File: config.mk
export PLATFORM = sky130hd
export DESIGN_NAME = lsu_ctrl
export DESIGN_NICKNAME = d
export VERILOG_FILES = /design/src/rtl/lsu_pkg.sv /design/src/rtl/lsu_align.sv /design/src/rtl/lsu_ctrl.sv
export SDC_FILE = /design/constraint.sdc
export NUM_CORES = 1
export LEC_CHECK = 0
export ABC_AREA = 0
export ABC_CLOCK_PERIOD_IN_PS = 5900
export CAP_MARGIN = 20
export CORE_UTILIZATION = 48
export DETAILED_ROUTE_END_ITERATION = 7
export GPL_TIMING_DRIVEN = 0
export PLACE_DENSITY_LB_ADDON = 0.25
export SKIP_LAST_GASP = 1
export SLEW_MARGIN = 20
export SYNTH_ARGS = -nofsm -noshare
export SYNTH_HDL_FRONTEND = slang
export SYNTH_SLANG_ARGS = --single-unit
export TNS_END_PERCENT = 1
File: constraint.sdc
create_clock -name clk -period 5.9 [get_ports clk]
set_input_delay 1.77 -clock clk [delete_from_list [all_inputs] [get_ports clk]]
set_output_delay 1.77 -clock clk [all_outputs]
set_load 0.005 [all_outputs]
File: src/rtl/lsu_pkg.sv
// lsu_pkg: shared definitions for the load/store unit controller.
//   - RV32I funct3 size encodings for loads/stores
//   - FSM state enumeration
//   - helper that flags reserved funct3 codes
package lsu_pkg;

    localparam logic [2:0] F3_B  = 3'b000;
    localparam logic [2:0] F3_H  = 3'b001;
    localparam logic [2:0] F3_W  = 3'b010;
    localparam logic [2:0] F3_BU = 3'b100;
    localparam logic [2:0] F3_HU = 3'b101;

    typedef enum logic [2:0] {
        IDLE   = 3'd0,
        LOAD   = 3'd1,
        RMW_RD = 3'd2,
        WRITE  = 3'd3,
        DONE   = 3'd4
    } lsu_state_t;

    function automatic logic f3_illegal(input logic [2:0] f3);
        return (f3 == 3'b011) || (f3 == 3'b110) || (f3 == 3'b111);
    endfunction

endpackage

File: src/rtl/lsu_align.sv
// lsu_align: combinational datapath helpers for lsu_ctrl.
//   chk_funct3/chk_addr -> bad       : illegal funct3 or misaligned access
//   funct3/addr_lo/rdata -> extracted: byte/half/word pulled from rdata, sign or zero extended
//   funct3/addr_lo/wdata/rdata -> merged: rdata with store byte/half inserted at addr_lo
module lsu_align
    import lsu_pkg::*;
(
    input  logic [2:0]  chk_funct3,
    input  logic [1:0]  chk_addr,
    output logic        bad,
    input  logic [2:0]  funct3,
    input  logic [1:0]  addr_lo,
    input  logic [15:0] wdata,
    input  logic [31:0] rdata,
    output logic [31:0] merged,
    output logic [31:0] extracted
);

    logic [4:0]  bsh;
    logic [4:0]  hsh;
    logic [7:0]  byte_v;
    logic [15:0] half_v;

    // Only the low two funct3 bits encode size; bit 2 selects zero-extension.
    assign bad = f3_illegal(chk_funct3)
               || ((chk_funct3[1:0] == 2'b01) && chk_addr[0])
               || ((chk_funct3[1:0] == 2'b10) && (chk_addr != 2'b00));

    always_comb begin
        bsh       = {addr_lo, 3'b000};
        hsh       = {addr_lo[1], 4'b0000};
        byte_v    = 8'(rdata >> bsh);
        half_v    = 16'(rdata >> hsh);
        extracted = rdata;
        merged    = rdata;
        case (funct3[1:0])
            2'b00: begin
                extracted = {{24{byte_v[7] & ~funct3[2]}}, byte_v};
                merged    = (rdata & ~(32'h0000_00FF << bsh)) | ({24'b0, wdata[7:0]} << bsh);
            end
            2'b01: begin
                extracted = {{16{half_v[15] & ~funct3[2]}}, half_v};
                merged    = (rdata & ~(32'h0000_FFFF << hsh)) | ({16'b0, wdata} << hsh);
            end
            default: ;
        endcase
    end

endmodule

File: src/rtl/lsu_ctrl.sv
// lsu_ctrl: single-outstanding load/store controller between a core and a
// word-wide data memory with combinational read and clocked write.
//   core side  : req_valid/req_ready/req_write/req_funct3/req_addr/req_wdata,
//                resp_valid/resp_rdata/resp_err
//   memory side: MemRead/MemWrite/Address/writeData, readData
// Sub-word stores are done as read-modify-write of the containing word.
module lsu_ctrl
    import lsu_pkg::*;
(
    input  logic        clk,
    input  logic        reset,
    input  logic        req_valid,
    output logic        req_ready,
    input  logic        req_write,
    input  logic [2:0]  req_funct3,
    input  logic [31:0] req_addr,
    input  logic [31:0] req_wdata,
    output logic        resp_valid,
    output logic [31:0] resp_rdata,
    output logic        resp_err,
    output logic        MemRead,
    output logic        MemWrite,
    output logic [31:0] Address,
    output logic [31:0] writeData,
    input  logic [31:0] readData
);

    lsu_state_t  state, state_nx;
    logic [31:0] addr_q, wdata_q, merged_q;
    logic [2:0]  funct3_q;
    logic        err_q;
    logic        accept, bad;
    logic [31:0] merged, extracted;

    assign accept = req_valid && req_ready;

    lsu_align u_align (
        .chk_funct3 (req_funct3),
        .chk_addr   (req_addr[1:0]),
        .bad        (bad),
        .funct3     (funct3_q),
        .addr_lo    (addr_q[1:0]),
        .wdata      (wdata_q[15:0]),
        .rdata      (readData),
        .merged     (merged),
        .extracted  (extracted)
    );

    always_ff @(posedge clk or posedge reset) begin
        if (reset) begin
            state      <= IDLE;
            addr_q     <= '0;
            wdata_q    <= '0;
            funct3_q   <= '0;
            err_q      <= 1'b0;
            merged_q   <= '0;
            resp_rdata <= '0;
        end else begin
            state <= state_nx;
            if (accept) begin
                addr_q   <= req_addr;
                wdata_q  <= req_wdata;
                funct3_q <= req_funct3;
                err_q    <= bad;
            end
            if (state == LOAD)   resp_rdata <= extracted;
            if (state == RMW_RD) merged_q   <= merged;
        end
    end

    // All outputs decode from registered state, so an async reset clears
    // MemWrite before the next edge and the in-flight write never lands.
    always_comb begin
        state_nx   = state;
        req_ready  = 1'b0;
        resp_valid = 1'b0;
        resp_err   = 1'b0;
        MemRead    = 1'b0;
        MemWrite   = 1'b0;
        Address    = {addr_q[31:2], 2'b00};
        writeData  = (funct3_q[1:0] == 2'b10) ? wdata_q : merged_q;
        case (state)
            IDLE: begin
                req_ready = 1'b1;
                if (accept) begin
                    if (bad)                          state_nx = DONE;
                    else if (!req_write)              state_nx = LOAD;
                    else if (req_funct3[1:0] == 2'b10) state_nx = WRITE;
                    else                              state_nx = RMW_RD;
                end
            end
            LOAD: begin
                MemRead  = 1'b1;
                state_nx = DONE;
            end
            RMW_RD: begin
                MemRead  = 1'b1;
                state_nx = WRITE;
            end
            WRITE: begin
                MemWrite = 1'b1;
                state_nx = DONE;
            end
            DONE: begin
                resp_valid = 1'b1;
                resp_err   = err_q;
                state_nx   = IDLE;
            end
            default: state_nx = IDLE;
        endcase
    end

endmodule

==> summary.json, run 1 <==
{
  "outcome": "finished, final reports clean",
  "timing.critical_path.fanout_max": 10,
  "grt.total_usage_pct": 28.3,
  "worst_ep_arrival_time_ns": 2.47,
  "p_seq_share_pct": 30.1,
  "tritoncts_clock_tree": "yes",
  "final.fill_count": 1040,
  "syn-mean-instance-area_um2": 11.3,
  "timing.critical_path.slowest_stage_cell": "clkdlybuf4s50_1",
  "swShare_pct": 34.1,
  "core.rowCount": 43,
  "fin_setup_tns_ns": 0,
  "ioPinCount": 204,
  "p_switching_mw": 1.96,
  "cts.htree.levels": 4,
  "worst-slew-pin-transition_ns": 0.732,
  "p_comb_share_pct": 51.7,
  "most-common-layout-cells": "201 x clkdlybuf4s50_1, 135 x dfrtp_1, 98 x mux2_2, 51 x nand2_1, 42 x o21ai_0",
  "end_kind": "output port",
  "postRouteWirelength_um": 20200,
  "rsz_0062_raised_after_global_routing": "no",
  "synth-seq-area-share_pct": 48.4,
  "crit_path_cell_trace": "nor2b_1, clkbuf_1, buf_2, mux2_2, clkdlybuf4s50_1",
  "synth.distinct_cells": 44,
  "cts_inserted_buffers": 17,
  "number_of_setup_buffers_added_after_cts": 0,
  "route.vias.total": 5733,
  "synthArstFlopShare_pct": 100,
  "synth_warnings": 0,
  "critical_path.reg2reg.startpoint": "funct3_q[1]",
  "floorplan.initialDensity_pct": 49.7,
  "fin_crit_sh_pct": 71.9,
  "max_vdd_drop_v": 0.000268,
  "max-slew-margin-rel_pct": 51.2,
  "max_freq_ghz": 0.236,
  "finish.instance_area_um2": 9850,
  "hold_slack_ns": 0.479,
  "dp_hpwl_um": 15300,
  "gp_congestion": 0.899,
  "grt.overflow.total": 0,
  "post_synth_inst_count": 617,
  "static-leakage-power_nw": 4.32,
  "timing.critical_path.from_type": "flop",
  "detail_route.first_pass.iterations": 5,
  "clk_transition_reported_paths_ns": 0.06,
  "layout.core_utilization_pct": 70.1,
  "synth_ff_type": "dfrtp_1",
  "slowest_delay_ns": 0.48,
  "finalClockSkew_ns": 0.00777,
  "startpoint": "funct3_q[1]",
  "cts_buffer_depth": 2,
  "path_class": "flop to output port",
  "die_area_um2": 15000,
  "area_growth_pct": 41.1,
  "drt_drc_violations_left": 0,
  "timing.critical_path.required_ns": 4.13,
  "layout-drive-gt1-share_pct": 26.2,
  "vias_per_std_cell": 5.54,
  "layout_commonest_cell": "clkdlybuf4s50_1",
  "instances_no_fill": 1034,
  "routedWlPerCell_um": 19.6,
  "place.port_buffers": 201,
  "dr.first_iter.drc_count": 359,
  "hold_buffers": 0,
  "power.density_nw_per_um2": 583,
  "clock_share_of_power_pct": 18.2,
  "ant_nets": 0,
  "worstHoldPathType": "flop to flop",
  "netlist_area_um2": 6980,
  "largest_net_degree_at_the_start_of_global_routing": 111,
  "setup_violations": 0,
  "grt_antenna_before_repair": 1,
  "nets": 942,
  "die_w_um": 123,
  "drv_slew": 0,
  "grt_pass1_vias": 5783,
  "first_pass_grt_wire_length_um": 31300,
  "die_height_um": 123,
  "synth_enable_flop_cells": 0,
  "worst_skew_pair.late_latency_ns": 0.42,
  "fin_crit_ns": 4.24,
  "cts.root.buffer_cell": "clkbuf_16",
  "yosys_register_bits": 135,
  "dp_cells": 1000,
  "core_area_um2": 14000,
  "placement.cell_area_um2": 9260,
  "cts.sink_count": 135,
  "internal_power_mw": 3.78,
  "cts_resized": 0,
  "drv_cap": 0,
  "worstHoldStart": "merged_q[4]",
  "hold_viol": 0
}
-- state kept, by name, summed over array words and instances (netlist names) --
name,flops
addr_q,32
merged_q,32
resp_rdata,32
wdata_q,32
funct3_q,3
state,3
err_q,1
-- critical path: cells and delay by family (launching register included) --
kind / cells / cell delay (ns)
mux: 1 / 0.38
buf+inv: 3 / 1.09
flops: 1 / 0.43
simple gates: 1 / 0.15
-- cells in the mapped netlist, types with 3 or more instances --
cell	number	share of area (%)
dfrtp_1	135	48
mux2_2	98	16
nand2_1	51	2.7
o21ai_0	42	3.0
buf_4	38	4.1
mux2i_1	33	4.7
nand3_1	30	2.2
nor2_1	25	1.3
buf_2	24	1.7
a21oi_1	15	1.1
a221oi_1	15	1.9
clkbuf_1	15	0.81
nand3_2	10	1.4
mux2_1	9	1.5
a21bo_2	8	1.1
a22oi_1	8	0.86
a2bb2oi_1	7	0.88
o22a_1	7	0.88
nor3_1	6	0.43
inv_1	5	0.27
buf_6	3	0.48
nor2b_1	3	0.27
-- power by group through the flow --
| stage | clock network, mW | registers, mW | logic (mW) |
|---|---|---|---|
| global route | 1.11 | 1.78 | 3.22 |
| floorplan | 0 | 1.63 | 1.72 |
| CTS | 1.06 | 1.72 | 2.99 |
| global placement | 0 | 1.71 | 2.89 |
| detailed placement | 0 | 1.73 | 2.97 |
| finish | 1.05 | 1.73 | 2.97 |
-- metrics by stage --
stage / setup slack (ns) / total power [mW]
final: 1.66 / 5.74
after global routing: 1.59 / 6.11
after floorplan: 0.519 / 3.35
after CTS: 1.67 / 5.77
after global placement: -1.21 / 4.60
after detailed placement: 2.09 / 4.70
-- per-layer routing --
metal | GRT usage [%] | part of all wire [%] | wire length [um]
met5 | 0 | 0 | 0
met4 | 11.2 | 2.3 | 464
met3 | 6.51 | 7.8 | 1590
met2 | 46.7 | 49 | 9830
met1 | 35.8 | 41 | 8360
-- cell families (layout without fill, tap and decap cells) --
group / count (synthesis) / after routing / synth area share [%]
other cells: 1 / 4 / 0.0537
compound gates: 115 / 115 / 11.7
mux: 141 / 141 / 22.3
simple gates: 138 / 138 / 10.1
buf+inv: 87 / 321 / 7.47
flops: 135 / 135 / 48.4
-- final timing paths --
path	slack, ns	cells after the start	endpoint
worst min register to register	0.48	2	merged_q[4]
max in group asynchronous	3.40	3	addr_q[8]
worst max-delay path	1.66	5	writeData[7]
worst min-delay path	0.48	2	merged_q[4]
worst max register to register	3.67	6	merged_q[25]
min in group asynchronous	1.69	2	addr_q[24]
-- cell type report --
cell class                 count  area [um^2]  share of cell area, %
sequential                   135         3380                   34.3
multi-input combinational    396         3090                   31.3
timing repair buffer         202         2040                   20.7
buffer                        81          499                   5.07
clock buffer                  23          488                   4.95
tap                          180          225                   2.29
clock inverter                 9         97.6                  0.991
inverter                       6         30.0                  0.305
antenna                        2         5.00                 0.0508
Power figures use the tool's default switching activity.
==> run 2: changes to the inputs <==
--- a/config.mk
+++ b/config.mk
@@ -6,7 +6,7 @@
 export NUM_CORES = 1
 export LEC_CHECK = 0
 export ABC_AREA = 0
-export ABC_CLOCK_PERIOD_IN_PS = 5900
+export ABC_CLOCK_PERIOD_IN_PS = 4300
 export CAP_MARGIN = 20
 export CORE_UTILIZATION = 48
 export DETAILED_ROUTE_END_ITERATION = 7
==> constraint.sdc (replaced) <==
create_clock -name clk -period 4.3 [get_ports clk]
set_input_delay 1.29 -clock clk [delete_from_list [all_inputs] [get_ports clk]]
set_output_delay 1.29 -clock clk [all_outputs]
set_load 0.005 [all_outputs]
==> summary.json, run 2 (synthesis gave the netlist of run 1 again) <==
{
  "floorplan.initialDensity": {"value": 49.7, "unit": "%", "change": "unchanged"},
  "worst-slew-pin-transition": {"value": 0.797, "unit": "ns", "change": "+0.0654 ns"},
  "timing.critical_path.from_type": "flop",
  "core.rowCount": {"value": 43, "change": "unchanged"},
  "whs_endpoint": "merged_q[4]",
  "ant_nets": {"value": 0, "change": "unchanged"},
  "die_height": {"value": 123, "unit": "um", "change": "unchanged"},
  "route.vias.total": {"value": 5723, "change": "-0.17%"},
  "slowest_delay": {"value": 0.45, "unit": "ns", "change": "-0.03 ns"},
  "first_pass_grt_wire_length": {"value": 31400, "unit": "um", "change": "+0.24%"},
  "worstHoldStart": "merged_q[4]",
  "fin_crit_ns": 3.78,
  "critPathBufInv": {"value": 3, "change": "unchanged"},
  "cts.root.buffer_cell": "clkbuf_16",
  "drv_slew": {"value": 0, "change": "unchanged"},
  "hold_viol": {"value": 0, "change": "unchanged"},
  "die_area": {"value": 15000, "unit": "um^2", "change": "unchanged"},
  "r2r_slack": {"value": 2.14, "unit": "ns", "change": "-1.53 ns"},
  "crit_family": "buffers and inverters",
  "nets": {"value": 945, "change": "+0.32%"},
  "rsz_0062_raised_after_global_routing": "no",
  "static-leakage-power": {"value": 4.31, "unit": "nW", "change": "-0.28%"},
  "final.setup.worst_slack": {"value": 0.516, "unit": "ns", "change": "-1.14 ns"},
  "place.port_buffers": {"value": 201, "change": "unchanged"},
  "layout-drive-gt1-share": {"value": 25.9, "unit": "%", "change": "-0.23 points"},
  "grt.total_usage": {"value": 28.1, "unit": "%", "change": "-0.12 points"},
  "dp_hpwl": {"value": 15400, "unit": "um", "change": "+0.32%"},
  "drt_drc_violations_left": {"value": 0, "change": "unchanged"},
  "power.density": {"value": 789, "unit": "nW/um^2", "change": "+35%"},
  "ioPinCount": {"value": 204, "change": "unchanged"},
  "cts_inserted_buffers": {"value": 17, "change": "unchanged"},
  "dp_cells": {"value": 1003, "change": "+0.30%"},
  "total_design_power": {"value": 7.77, "unit": "mW", "change": "+35%"},
  "cts_resized": {"value": 0, "change": "unchanged"},
  "path_class": "flop to output port",
  "worst_r2r_path_depth": {"value": 6, "change": "unchanged"},
  "critical_path.reg2reg.startpoint": "funct3_q[1]",
  "worst_ep_arrival_time": {"value": 2.49, "unit": "ns", "change": "+0.02 ns"},
  "routedWlPerCell": {"value": 19.6, "unit": "um", "change": "+0.15%"},
  "gp_congestion": {"value": 0.902, "change": "+0.32%"},
  "most-common-layout-cells": "201 x clkdlybuf4s50_1, 135 x dfrtp_1, 98 x mux2_2, 51 x nand2_1, 42 x o21ai_0",
  "largest_net_degree_at_the_start_of_global_routing": {"value": 36, "change": "-68%"},
  "die_w": {"value": 123, "unit": "um", "change": "unchanged"},
  "instances_no_fill": {"value": 1032, "change": "-0.19%"},
  "clk_transition_reported_paths": {"value": 0.05, "unit": "ns", "change": "about the same"},
  "fin_crit_sh_pct": 88.0,
  "number_of_setup_buffers_added_after_cts": {"value": 0, "change": "unchanged"},
  "max_freq_ghz": 0.264,
  "core_area": {"value": 14000, "unit": "um^2", "change": "unchanged"},
  "crit_path_cell_trace": "nor2b_1, clkbuf_1, buf_2, mux2_1, clkdlybuf4s50_1",
  "timing.critical_path.required": {"value": 3.01, "unit": "ns", "change": "-1.12 ns"},
  "detail_route.first_pass.iterations": {"value": 4, "change": "-1"},
  "end_kind": "output port",
  "finalClockSkew": {"value": 0.00486, "unit": "ns", "change": "-0.00291 ns"},
  "timing.critical_path.fanout_max": {"value": 10, "change": "unchanged"},
  "grt_antenna_before_repair": {"value": 0, "change": "-1"},
  "dr.first_iter.drc_count": {"value": 527, "change": "+47%"},
  "vias_per_std_cell": {"value": 5.55, "change": "about the same"},
  "worstHoldPathType": "flop to flop",
  "grt.overflow.total": {"value": 0, "change": "unchanged"},
  "hold_slack": {"value": 0.480, "unit": "ns", "change": "+0.000561 ns"},
  "fin_setup_tns": {"value": 0, "unit": "ns", "change": "unchanged"},
  "setup_violations": {"value": 0, "change": "unchanged"},
  "outcome": "finished, final reports clean",
  "postRouteWirelength": {"value": 20200, "unit": "um", "change": "about the same"},
  "grt_pass1_vias": {"value": 5716, "change": "-1.2%"},
  "layout_commonest_cell": "clkdlybuf4s50_1",
  "pre_cts_slack": {"value": 0.973, "unit": "ns", "change": "-1.12 ns"},
  "cts.htree.levels": {"value": 4, "change": "unchanged"},
  "reg2reg_to": "merged_q[24]",
  "insertedDiodeCount": {"value": 0, "change": "-2"},
  "hold_buffers": {"value": 0, "change": "unchanged"},
  "instance_count_along_the_most_critical_hold_path": {"value": 2, "change": "unchanged"},
  "timing.critical_path.slowest_stage_cell": "clkdlybuf4s50_1",
  "max-slew-margin-rel": {"value": 46.4, "unit": "%", "change": "-4.8 points"},
  "cts.sink_count": {"value": 135, "change": "unchanged"},
  "area_growth": {"value": 40.9, "unit": "%", "change": "about the same"},
  "tritoncts_clock_tree": "yes",
  "cts_buffer_depth": {"value": 2, "change": "unchanged"},
  "final.fill_count": {"value": 1026, "change": "-1.3%"},
  "drv_cap": {"value": 0, "change": "unchanged"},
  "max_vdd_drop": {"value": 0.000366, "unit": "V", "change": "+36%"},
  "worst_skew_pair.late_latency": {"value": 0.42, "unit": "ns", "change": "about the same"}
}
## run 2: cell count changes in the layout (fill, tap and decap cells not counted), sizes merged, moves of 2 or more
| cell | before | now |
|---|---|---|
| clkinv | 6 | 2 |
| buf | 67 | 70 |
| bufinv | 2 | 0 |
| clkbuf | 38 | 41 |
| diode | 2 | 0 |
## run 2: how the worst max path moves through the flow
stage	from	to	slack [ns]	cells past startpoint
after detailed placement	req_valid	wdata_q[2]	0.97	6
after floorplan	reset	addr_q[0]	1.33	1
final	funct3_q[1]	writeData[5]	0.52	5
after CTS	funct3_q[1]	writeData[7]	0.53	5
after global routing	funct3_q[1]	writeData[5]	0.42	5
after global placement	reset	wdata_q[9]	0.19	2
## run 2: per-stage QoR
step	utilization, %	area [um^2]
6_report	70.1	9840
5_1_grt	70.1	9840
4_1_cts	70.1	9840
3_5_place_dp	66.3	9310
3_3_place_gp	65.7	9230
2_1_floorplan	-	6990
## run 2: worst min-delay path: stages (launching register included)
cell and delay, ns:
dfrtp_1 0.34, nand2_1 0.05, o21ai_0 0.06
## run 2: area by class of cell
class                      instances  area [um^2]  share of cell area (%)
multi-input combinational        396         3090                    31.4
clock buffer                      26          509                    5.17
timing repair buffer             205         2100                    21.3
buffer                            81          499                    5.07
clock inverter                     3         17.5                   0.178
tap                              180          225                    2.29
sequential                       135         3380                    34.3
inverter                           6         26.3                   0.267
## run 2: power by group
part	switching (mW)	total (mW)	internal [mW]
Sequential	0.446	2.37	1.92
Clock	0.507	1.31	0.801
Combinational	1.73	4.09	2.37
## run 2: routing by layer
metal  track usage, %  share of wire, %
met5                0                 0
met4             10.2               2.0
met3             6.09               6.7
met2             45.7                49
met1             36.9                43
